`src/rtl/nn_seq_pkg.sv`:
```
// Shared types and default sizing for the two-layer MLP control sequencer.
package nn_seq_pkg;

    typedef enum logic [3:0] {
        StIdle,
        StL1Clr,
        StL1Mac,
        StL1Drain,
        StL1Act,
        StW2Wait,
        StL2Mac,
        StL2Drain,
        StDone
    } seq_state_t;

    localparam int unsigned DEF_N_IN    = 784;
    localparam int unsigned DEF_N_HID   = 200;
    localparam int unsigned DEF_N_OUT   = 10;
    localparam int unsigned DEF_MAC_LAT = 2;

    // Index width that stays at least one bit for degenerate sizes.
    function automatic int unsigned cw(input int unsigned n);
        return (n > 1) ? $clog2(n) : 1;
    endfunction

    localparam int unsigned IN_AW = cw(DEF_N_IN);
    localparam int unsigned HID_W = cw(DEF_N_HID);
    localparam int unsigned OUT_W = cw(DEF_N_OUT);

endpackage

```
`src/rtl/nn_seq_drain_timer.sv`:
```
// Loadable down-counter; expired is high once the loaded count has run down to zero.
module nn_seq_drain_timer
    import nn_seq_pkg::*;
#(
    parameter int unsigned W = cw(DEF_MAC_LAT)
) (
    input  logic         clk,
    input  logic         reset,
    input  logic         load,
    input  logic [W-1:0] load_val,
    output logic         expired
);

    logic [W-1:0] cnt_q;

    always_ff @(posedge clk) begin
        if (reset) begin
            cnt_q <= '0;
        end else if (load) begin
            cnt_q <= load_val;
        end else if (cnt_q != '0) begin
            cnt_q <= cnt_q - 1'b1;
        end
    end

    assign expired = (cnt_q == '0);

endmodule

```
`src/rtl/nn_layer_sequencer.sv`:
```
// FSM and index counters driving the 784-200-10 MLP datapath.
// Define NN_SEQ_PERF_CNT_EN to add the stall_cnt performance counter output.
module nn_layer_sequencer
    import nn_seq_pkg::*;
#(
    parameter int unsigned N_IN    = DEF_N_IN,
    parameter int unsigned N_HID   = DEF_N_HID,
    parameter int unsigned N_OUT   = DEF_N_OUT,
    parameter int unsigned MAC_LAT = DEF_MAC_LAT,
    localparam int unsigned IAW    = cw(N_IN),
    localparam int unsigned HW     = cw(N_HID),
    localparam int unsigned OW     = cw(N_OUT)
) (
    input  logic           clk,
    input  logic           reset,
    input  logic           start,
    input  logic           w1_valid,
    output logic           w1_ready,
    input  logic           w2_row_valid,
    output logic           w2_load_next_row,
    output logic [IAW-1:0] pix_addr,
    output logic [HW-1:0]  hid_idx,
    output logic [OW-1:0]  out_idx,
    output logic           acc1_clr,
    output logic           acc1_en,
    output logic           act_en,
    output logic           acc2_clr,
    output logic           acc2_en,
    output logic           busy,
    output logic           done
`ifdef NN_SEQ_PERF_CNT_EN
    ,
    output logic [31:0]    stall_cnt
`endif
);

    localparam int unsigned TW = cw(MAC_LAT);

    seq_state_t     state_q, state_d;
    logic [IAW-1:0] j_q, j_d;
    logic [HW-1:0]  hid_q, hid_d;
    logic [OW-1:0]  k_q, k_d;
    logic           drain_load;
    logic           drain_expired;
    logic           w1_hs;

    assign w1_hs = (state_q == StL1Mac) && w1_valid;

    always_comb begin
        state_d    = state_q;
        j_d        = j_q;
        hid_d      = hid_q;
        k_d        = k_q;
        drain_load = 1'b0;
        unique case (state_q)
            StIdle: begin
                if (start) begin
                    state_d = StL1Clr;
                    hid_d   = '0;
                end
            end
            StL1Clr: begin
                j_d     = '0;
                state_d = StL1Mac;
            end
            StL1Mac: begin
                if (w1_hs) begin
                    if (j_q == IAW'(N_IN - 1)) begin
                        j_d        = '0;
                        drain_load = 1'b1;
                        state_d    = StL1Drain;
                    end else begin
                        j_d = j_q + 1'b1;
                    end
                end
            end
            StL1Drain: begin
                if (drain_expired) state_d = StL1Act;
            end
            StL1Act: state_d = StW2Wait;
            StW2Wait: begin
                if (w2_row_valid) begin
                    k_d     = '0;
                    state_d = StL2Mac;
                end
            end
            StL2Mac: begin
                if (k_q == OW'(N_OUT - 1)) begin
                    k_d = '0;
                    if (hid_q == HW'(N_HID - 1)) begin
                        drain_load = 1'b1;
                        state_d    = StL2Drain;
                    end else begin
                        hid_d   = hid_q + 1'b1;
                        state_d = StL1Clr;
                    end
                end else begin
                    k_d = k_q + 1'b1;
                end
            end
            StL2Drain: begin
                if (drain_expired) state_d = StDone;
            end
            StDone: begin
                hid_d   = '0;
                state_d = StIdle;
            end
            default: state_d = StIdle;
        endcase
    end

    always_ff @(posedge clk) begin
        if (reset) begin
            state_q <= StIdle;
            j_q     <= '0;
            hid_q   <= '0;
            k_q     <= '0;
        end else begin
            state_q <= state_d;
            j_q     <= j_d;
            hid_q   <= hid_d;
            k_q     <= k_d;
        end
    end

    // Loaded on the edge entering a drain state so the state lasts exactly MAC_LAT cycles.
    nn_seq_drain_timer #(
        .W(TW)
    ) u_drain_timer (
        .clk     (clk),
        .reset   (reset),
        .load    (drain_load),
        .load_val(TW'(MAC_LAT - 1)),
        .expired (drain_expired)
    );

    assign w1_ready         = (state_q == StL1Mac);
    assign acc1_en          = w1_hs;
    assign pix_addr         = (state_q == StL1Mac) ? j_q : '0;
    assign acc1_clr         = (state_q == StL1Clr);
    // Layer-2 accumulators are cleared once, alongside the first hidden neuron's clear.
    assign acc2_clr         = (state_q == StL1Clr) && (hid_q == '0);
    assign act_en           = (state_q == StL1Act);
    assign w2_load_next_row = (state_q == StW2Wait);
    assign acc2_en          = (state_q == StL2Mac);
    assign out_idx          = (state_q == StL2Mac) ? k_q : '0;
    assign hid_idx          = hid_q;
    assign busy             = (state_q != StIdle) && (state_q != StDone);
    assign done             = (state_q == StDone);

`ifdef NN_SEQ_PERF_CNT_EN
    logic        in_wait_q;
    logic [31:0] stall_q;

    always_ff @(posedge clk) begin
        if (reset) begin
            in_wait_q <= 1'b0;
            stall_q   <= '0;
        end else begin
            in_wait_q <= (state_q == StW2Wait);
            if ((state_q == StIdle) && start) begin
                stall_q <= '0;
            end else if (((state_q == StL1Mac) && !w1_valid) ||
                         ((state_q == StW2Wait) && in_wait_q)) begin
                stall_q <= stall_q + 1'b1;
            end
        end
    end

    assign stall_cnt = stall_q;
`endif

endmodule

```
`config.mk`:
```
export PLATFORM = sky130hd
export DESIGN_NAME = nn_layer_sequencer
export DESIGN_NICKNAME = d
export VERILOG_FILES = /design/src/rtl/nn_seq_pkg.sv /design/src/rtl/nn_seq_drain_timer.sv /design/src/rtl/nn_layer_sequencer.sv
export SDC_FILE = /design/constraint.sdc
export NUM_CORES = 1
export LEC_CHECK = 0
export ABC_CLOCK_PERIOD_IN_PS = 3200
export CAP_MARGIN = 20
export CORE_MARGIN = 2
export CORE_UTILIZATION = 56
export DETAILED_ROUTE_END_ITERATION = 10
export GPL_ROUTABILITY_DRIVEN = 0
export PLACE_DENSITY = 0.86
export SYNTH_ARGS = -nofsm -noshare
export SYNTH_HDL_FRONTEND = slang
export SYNTH_SLANG_ARGS = --single-unit
```
`constraint.sdc`:
```
create_clock -name clk -period 3.2 [get_ports clk]
set_input_delay 0.64 -clock clk [delete_from_list [all_inputs] [get_ports clk]]
set_output_delay 0.64 -clock clk [all_outputs]
set_load 0.05 [all_outputs]
```
==> results.json, run 1 <==
{
  "max_cap_violations": 0,
  "clock_latency_ps": 350,
  "crit_buf_inv": 2,
  "groute.usage.overall_pct": 23.94,
  "hold-worst-slack_ps": 519.9,
  "worst_setup_path_end_kind": "output port",
  "synth_area_um2": 1828,
  "arrival_ps": 2450,
  "hold_start": "j_q[6]",
  "placed_cells_incl_taps": 287,
  "setup_total_negative_slack_ps": 0,
  "cellPowerDensity_nw_per_um2": 546.8,
  "utilization_pct": 71.75,
  "min_path_type": "reg -> reg",
  "diodes": 0,
  "finalHoldViolations": 0,
  "grt_pass1_wl_um": 6803,
  "routed_via_density": 5.863,
  "wire_per_inst_um": 14.27,
  "dpl.hpwl_um": 3025,
  "synth.largest_area_cell": "dfxtp_1",
  "htreeDepth": 1,
  "cts-buffers-inserted": 3,
  "maximum_number_of_pins_on_one_net_before_global_route_repair": 18,
  "clkTransAtPathRegs_ps": 170,
  "tritoncts": "done",
  "cpLargestDelayFamily": "buffers and inverters",
  "async_flop_share_pct": 0,
  "nets": 259,
  "gate_count_of_the_mapped_netlist": 220,
  "edff_count_synth": 0,
  "hold-path-cell-count": 2,
  "drt.antenna.violating_nets": 0,
  "stdcell_count": 292,
  "cts.hold.buffers_added": 0,
  "drv_slew": 0,
  "critical_path_required_ps": 2560,
  "yosys_warnings": 0,
  "finalCriticalPeriod_ps": 3086,
  "critical-path-max-stage-delay_ps": 800,
  "total_power_mw": 1.207,
  "total_leakage_power_nw": 0.7932,
  "design.portCount": 36,
  "synth_fp_nets": 230,
  "drc": 0,
  "transition_time_of_the_tightest_slew_check_pin_ps": 561.8,
  "syn_to_final_growth_pct": 20.81,
  "timing.max_slew.rel_slack_pct": 62.49,
  "grt_remaining_overflow": 0,
  "route.layer.met1.wl_um": 2008,
  "slowest_stage": "clkdlybuf4s50_1",
  "worst_r2r_path_depth": 5,
  "fp.dieW_um": 61.14,
  "number_of_setup_violations_in_the_final_report": 0,
  "largest_vdd_supply_drop_mv": 0.2797,
  "netlist_top_cells_area": "dfxtp_1, and2_1, mux2i_1, a21oi_1, nor2_1",
  "ys.flop_type": "dfxtp_1",
  "max_freq_ghz": 0.3240,
  "min_period_over_period_pct": 96.45,
  "floorplan.core_area_um2": 3078,
  "launch_instance_of_the_worst_register_to_register_path": "state_q[2]",
  "die_height_um": 61.14,
  "detailroute.wirelength.met2_um": 1931,
  "timing_worst_setup_path_type": "reg -> out",
  "cts_buffer_depth": 2,
  "numClockSinks": 27,
  "wl_um": 4168,
  "dieArea_um2": 3737,
  "synth_cell_type_count": 50,
  "first_drt_iteration_drcs": 85,
  "rrSetupSlack_ps": 1140,
  "whs_endpoint": "j_q[6]",
  "timing.critical_path.fanout_max": 16,
  "row_count": 20,
  "critical_path.cell_chain": "nand4bb_1 -> buf_4 -> nor2_1 -> clkdlybuf4s50_1",
  "initial_utilization_pct": 59.39,
  "critical_path.reg2reg.endpoint": "hid_idx[6]",
  "setup.worst_path.start_class": "flip-flop",
  "grt_pass1_vias": 1512,
  "ys_seq_elements": 27,
  "io_buffers": 35,
  "layout_commonest_cell": "clkdlybuf4s50_1",
  "detailroute.via_count": 1712,
  "yosys.area.top_type_share_pct": 29.57,
  "wl_met3_um": 175,
  "firstDrtPassIters": 4,
  "outcome": "finished clean",
  "skew_ps": 3.825,
  "top_signal_layer_used": "met4",
  "setup_repair_after_global_routing_missed_its_margin": "no",
  "fraction_of_final_layout_cells_sized_beyond_drive_strength_1_pct": 6.855,
  "antenna_found_initial": 0,
  "layout_common_cells": "clkdlybuf4s50_1, dfxtp_1, nor2_1, and2_1, a21oi_1",
  "syn_avg_cell_area_um2": 8.309,
  "clk_root_buffer_cell": "clkbuf_4",
  "seq_area_frac_synth_pct": 29.57
}
Yosys cell counts, drive strengths merged (2+ instances only):
cell	n
o21ai	8
a211oi	2
a21o	2
nor2	17
nor3	8
nand3	11
a21oi	14
or3	3
ha	5
and2	15
nand3b	7
and3b	4
nand2	12
o31ai	5
and3	5
nor4	2
buf	9
clkbuf	5
nor4b	3
nand4	2
nor2b	3
o211ai	7
or4	6
inv	9
xor2	3
dfxtp	27
mux2i	9
through the flow:
step	worst slack, ps	area (um2)
after detailed placement	398.9	2166
after CTS	44.71	2205
final	113.7	2208
after global routing	2.936	2208
after global placement	466.5	2166
after floorplan	227.5	1828
cell families (layout without fill, tap and decap cells):
family                     Yosys count  in the layout  synth area share, %
and+or+nand+nor                    102            102                32.99
AOI/OAI and AO/OA                   48             48                19.71
DFF                                 27             27                29.57
buffers and inverters               24             52                6.639
muxes                               10             10                5.749
adders and majority gates            5              5                3.422
xor gates and xnor gates             4              4                1.917
report_power, final:
part	leakage (nW)	total (mW)	switching [mW]	internal, mW
registers	0.218	0.411	0.0549	0.357
logic	0.557	0.625	0.394	0.231
clock network	0.0183	0.171	0.120	0.0512
tightest hold or removal path: stages (launching register included):
cell     delay (ps)
dfxtp_1         370
o31ai_1          70
a21oi_1          50
worst max path at each step:
stage	start	to	slack, ps	cells past startpoint
2_1_floorplan	state_q[0]	acc2_clr	230	5
3_3_place_gp	state_q[1]	acc1_en	470	3
3_5_place_dp	state_q[1]	acc1_en	400	3
4_1_cts	state_q[0]	acc2_clr	40	4
5_1_grt	state_q[2]	out_idx[1]	3	4
6_report	state_q[2]	out_idx[1]	110	4
final cells by class:
type / instances / area (um2)
clock buffer: 3 / 22.52
clock inverter: 1 / 8.758
fill: 256 / 869.6
inverter: 10 / 38.79
multi-input combinational: 169 / 1166
sequential: 27 / 541.8
tap: 44 / 55.05
timing repair buffer: 38 / 375.4
state kept, by name, indices dropped and copies added (netlist names):
register and count:
k_q 4, u_drain_timer.cnt_q 1, j_q 10, hid_idx 8
state_q 4
per-layer routing:
metal	vias up	track usage [%]
met5	-	0
met3	5	2.521
li1	855	-
met4	0	8.075
met1	810	34.28
met2	42	37.54
repair_timing:
action                                  CTS  global route
setup buffers                             1             0
resized for setup                         0             2
endpoints found under the setup margin    1             2
No activity file was read; power rests on OpenSTA's default activity.
==> inputs of run 2 (changes only) <==
--- a/config.mk
+++ b/config.mk
@@ -5,13 +5,14 @@
 export SDC_FILE = /design/constraint.sdc
 export NUM_CORES = 1
 export LEC_CHECK = 0
+export ABC_AREA = 1
 export ABC_CLOCK_PERIOD_IN_PS = 3200
 export CAP_MARGIN = 20
 export CORE_MARGIN = 2
-export CORE_UTILIZATION = 56
+export CORE_UTILIZATION = 55
 export DETAILED_ROUTE_END_ITERATION = 10
 export GPL_ROUTABILITY_DRIVEN = 0
-export PLACE_DENSITY = 0.86
+export PLACE_DENSITY = 0.84
 export SYNTH_ARGS = -nofsm -noshare
 export SYNTH_HDL_FRONTEND = slang
 export SYNTH_SLANG_ARGS = --single-unit
==> run 2 against run 1 <==
Compared with the run above: sequential power down 3%; hold slack worse by 16 ps; non-clock buffer count down 2; register-to-register slack better by 280 ps; setup slack better by 170 ps; power up 8.0%; maximum frequency up 5.9%; first-iteration DRC count up 80%; critical path type unchanged; largest cell class unchanged; highest routed layer unchanged.
==> results.json, run 2 <==
{
  "outcome": "finished clean",
  "layout_common_cells": "nand2_1, nor2_1, inv_1, clkdlybuf4s50_1, dfxtp_1",
  "slowest_stage": "clkdlybuf4s50_1",
  "dieArea_um2": 3752,
  "detailroute.via_count": 1948,
  "cpLargestDelayFamily": "buffers and inverters",
  "design.portCount": 36,
  "largest_vdd_supply_drop_mv": 0.3284,
  "drc": 0,
  "io_buffers": 35,
  "multi_input_comb_area_um2": 1059,
  "synth_cell_type_count": 25,
  "critical-path-max-stage-delay_ps": 810,
  "syn_to_final_growth_pct": 23.25,
  "initial_utilization_pct": 58.58,
  "drv_slew": 0,
  "timing_worst_setup_path_type": "reg -> out",
  "top_signal_layer_used": "met4",
  "numClockSinks": 27,
  "clock_latency_ps": 340,
  "async_flop_share_pct": 0,
  "gate_count_of_the_mapped_netlist": 307,
  "row_count": 20,
  "min_path_type": "reg -> reg",
  "grt_pass1_wl_um": 6789,
  "transition_time_of_the_tightest_slew_check_pin_ps": 504.3,
  "finalCriticalPeriod_ps": 2916,
  "grt_pass1_vias": 1598,
  "setup_repair_after_global_routing_missed_its_margin": "no",
  "wire_per_inst_um": 10.68,
  "fp.dieW_um": 61.26,
  "route.layer.met1.wl_um": 2006,
  "synth_area_um2": 1803,
  "netlist_top_cells_area": "dfxtp_1, nand2_1, nor2_1, inv_1, a21oi_1",
  "total_leakage_power_nw": 0.9399,
  "groute.usage.overall_pct": 23.54,
  "number_of_setup_violations_in_the_final_report": 0,
  "tritoncts": "done",
  "critical_path.cell_chain": "inv_2 -> nand2_1 -> nor2_4 -> inv_1 -> nor2_1 -> clkdlybuf4s50_1",
  "antenna_found_initial": 0,
  "synth_commonest_cells": "nand2_1, nor2_1, inv_1",
  "filler_cells_inserted": 287,
  "nets": 354,
  "ys.flop_type": "dfxtp_1",
  "skew_ps": 13.06,
  "htreeDepth": 1,
  "maximum_number_of_pins_on_one_net_before_global_route_repair": 17,
  "most_used_standard_cell_by_instance_count_after_synthesis": "nand2_1",
  "max_cap_violations": 0,
  "floorplan.core_area_um2": 3078,
  "syn_avg_cell_area_um2": 5.873,
  "edff_count_synth": 0,
  "switching_share_pct": 52.24,
  "crit_buf_inv": 3,
  "routed_via_density": 5.034,
  "sequentialPowerShare_pct": 30.4,
  "clkTransAtPathRegs_ps": 160,
  "setup_total_negative_slack_ps": 0,
  "setup.worst_path.start_class": "flip-flop",
  "cts_resized": 0,
  "die_height_um": 61.26,
  "firstDrtPassIters": 4,
  "dpl.hpwl_um": 3146,
  "cts.repair_timing.setup_buffer_count": 0,
  "drt.antenna.violating_nets": 0,
  "cts-buffers-inserted": 3,
  "wl_met3_um": 240,
  "utilization_pct": 72.20,
  "layout_commonest_cell": "nand2_1",
  "yosys_warnings": 0,
  "power.switching_uw": 681.4,
  "detailroute.wirelength.met2_um": 1809,
  "cts.hold.buffers_added": 0,
  "clk_root_buffer_cell": "clkbuf_4",
  "grt_remaining_overflow": 0,
  "cellPowerDensity_nw_per_um2": 587.0,
  "wl_um": 4132,
  "max_freq_ghz": 0.3430,
  "seq_area_frac_synth_pct": 29.98,
  "finalHoldViolations": 0,
  "pwr-share-clk_pct": 12.0,
  "min_period_over_period_pct": 91.12,
  "placed_cells_incl_taps": 383,
  "worst_setup_path_end_kind": "output port",
  "ys_seq_elements": 27,
  "yosys.area.top_type_share_pct": 29.98,
  "fraction_of_final_layout_cells_sized_beyond_drive_strength_1_pct": 6.997,
  "largest_reg_flops": 10,
  "critical_path_required_ps": 2560,
  "cts_buffer_depth": 2,
  "cell_internal_pwr_uw": 623.0,
  "first_drt_iteration_drcs": 153,
  "synth.largest_area_cell": "dfxtp_1",
  "synth_fp_nets": 317,
  "timing.critical_path.fanout_max": 11,
  "regMostFlops": "j_q",
  "power.share.combinational_pct": 57.5,
  "diodes": 0,
  "arrival_ps": 2280,
  "stdcell_count": 387,
  "timing.max_slew.rel_slack_pct": 66.27,
  "final-seq-area_um2": 540.5
}
## run 2: cell type report
type                            instances  area share (%)
Tap cell                               44           2.477
Clock buffer                            3           1.014
Clock inverter                          1          0.3378
Sequential cell                        27           24.32
Timing Repair Buffer                   36           16.10
Multi-Input combinational cell        228           47.64
Inverter                               48           8.108
## run 2: tightest hold or removal path, cell delays in order (launching register included)
cell     delay (ps)
dfxtp_1         360
nand2_1          70
a21oi_1          50
## run 2: power by group through the flow
stage	sequential (mW)	clock [mW]	combinational, mW
6_report	0.397	0.157	0.750
5_1_grt	0.400	0.173	0.824
4_1_cts	0.396	0.160	0.749
2_1_floorplan	0.402	0	0.575
3_3_place_gp	0.402	0	0.743
3_5_place_dp	0.403	0	0.746
## run 2: metrics by stage
step | setup WS, ps | hold slack, ps | power [mW] | area (um2)
after detailed placement | 498.3 | 478.6 | 1.149 | 2192
after global placement | 513.2 | 471.0 | 1.145 | 2192
after global routing | 96.05 | 526.0 | 1.398 | 2222
after floorplan | 619.1 | 457.0 | 0.9767 | 1803
final | 284.3 | 503.7 | 1.304 | 2222
after CTS | 275.0 | 500.3 | 1.305 | 2222
## run 2: per-layer routing
metal	track usage [%]	up-vias
met4	8.075	0
met3	2.521	8
met1	33.63	859
met2	36.93	58
li1	-	1023
met5	0	-
## run 2: path summary, 6_finish.rpt
path,startpoint,endpoint,slack [ps],cells after the start
worst min register to register,k_q[3],k_q[3],500,2
worst min-delay path,k_q[3],k_q[3],500,2
worst max register to register,j_q[0],j_q[8],1420,10
worst max-delay path,state_q[0],pix_addr[7],280,6
## run 2: cell families after synthesis
group | count (synthesis) | synth area share [%]
xor+xnor | 1 | 0.4859
fa+ha+maj | 5 | 3.470
flops | 27 | 29.98
compound gates | 29 | 8.536
simple gates | 193 | 46.22
buf+inv | 52 | 11.31
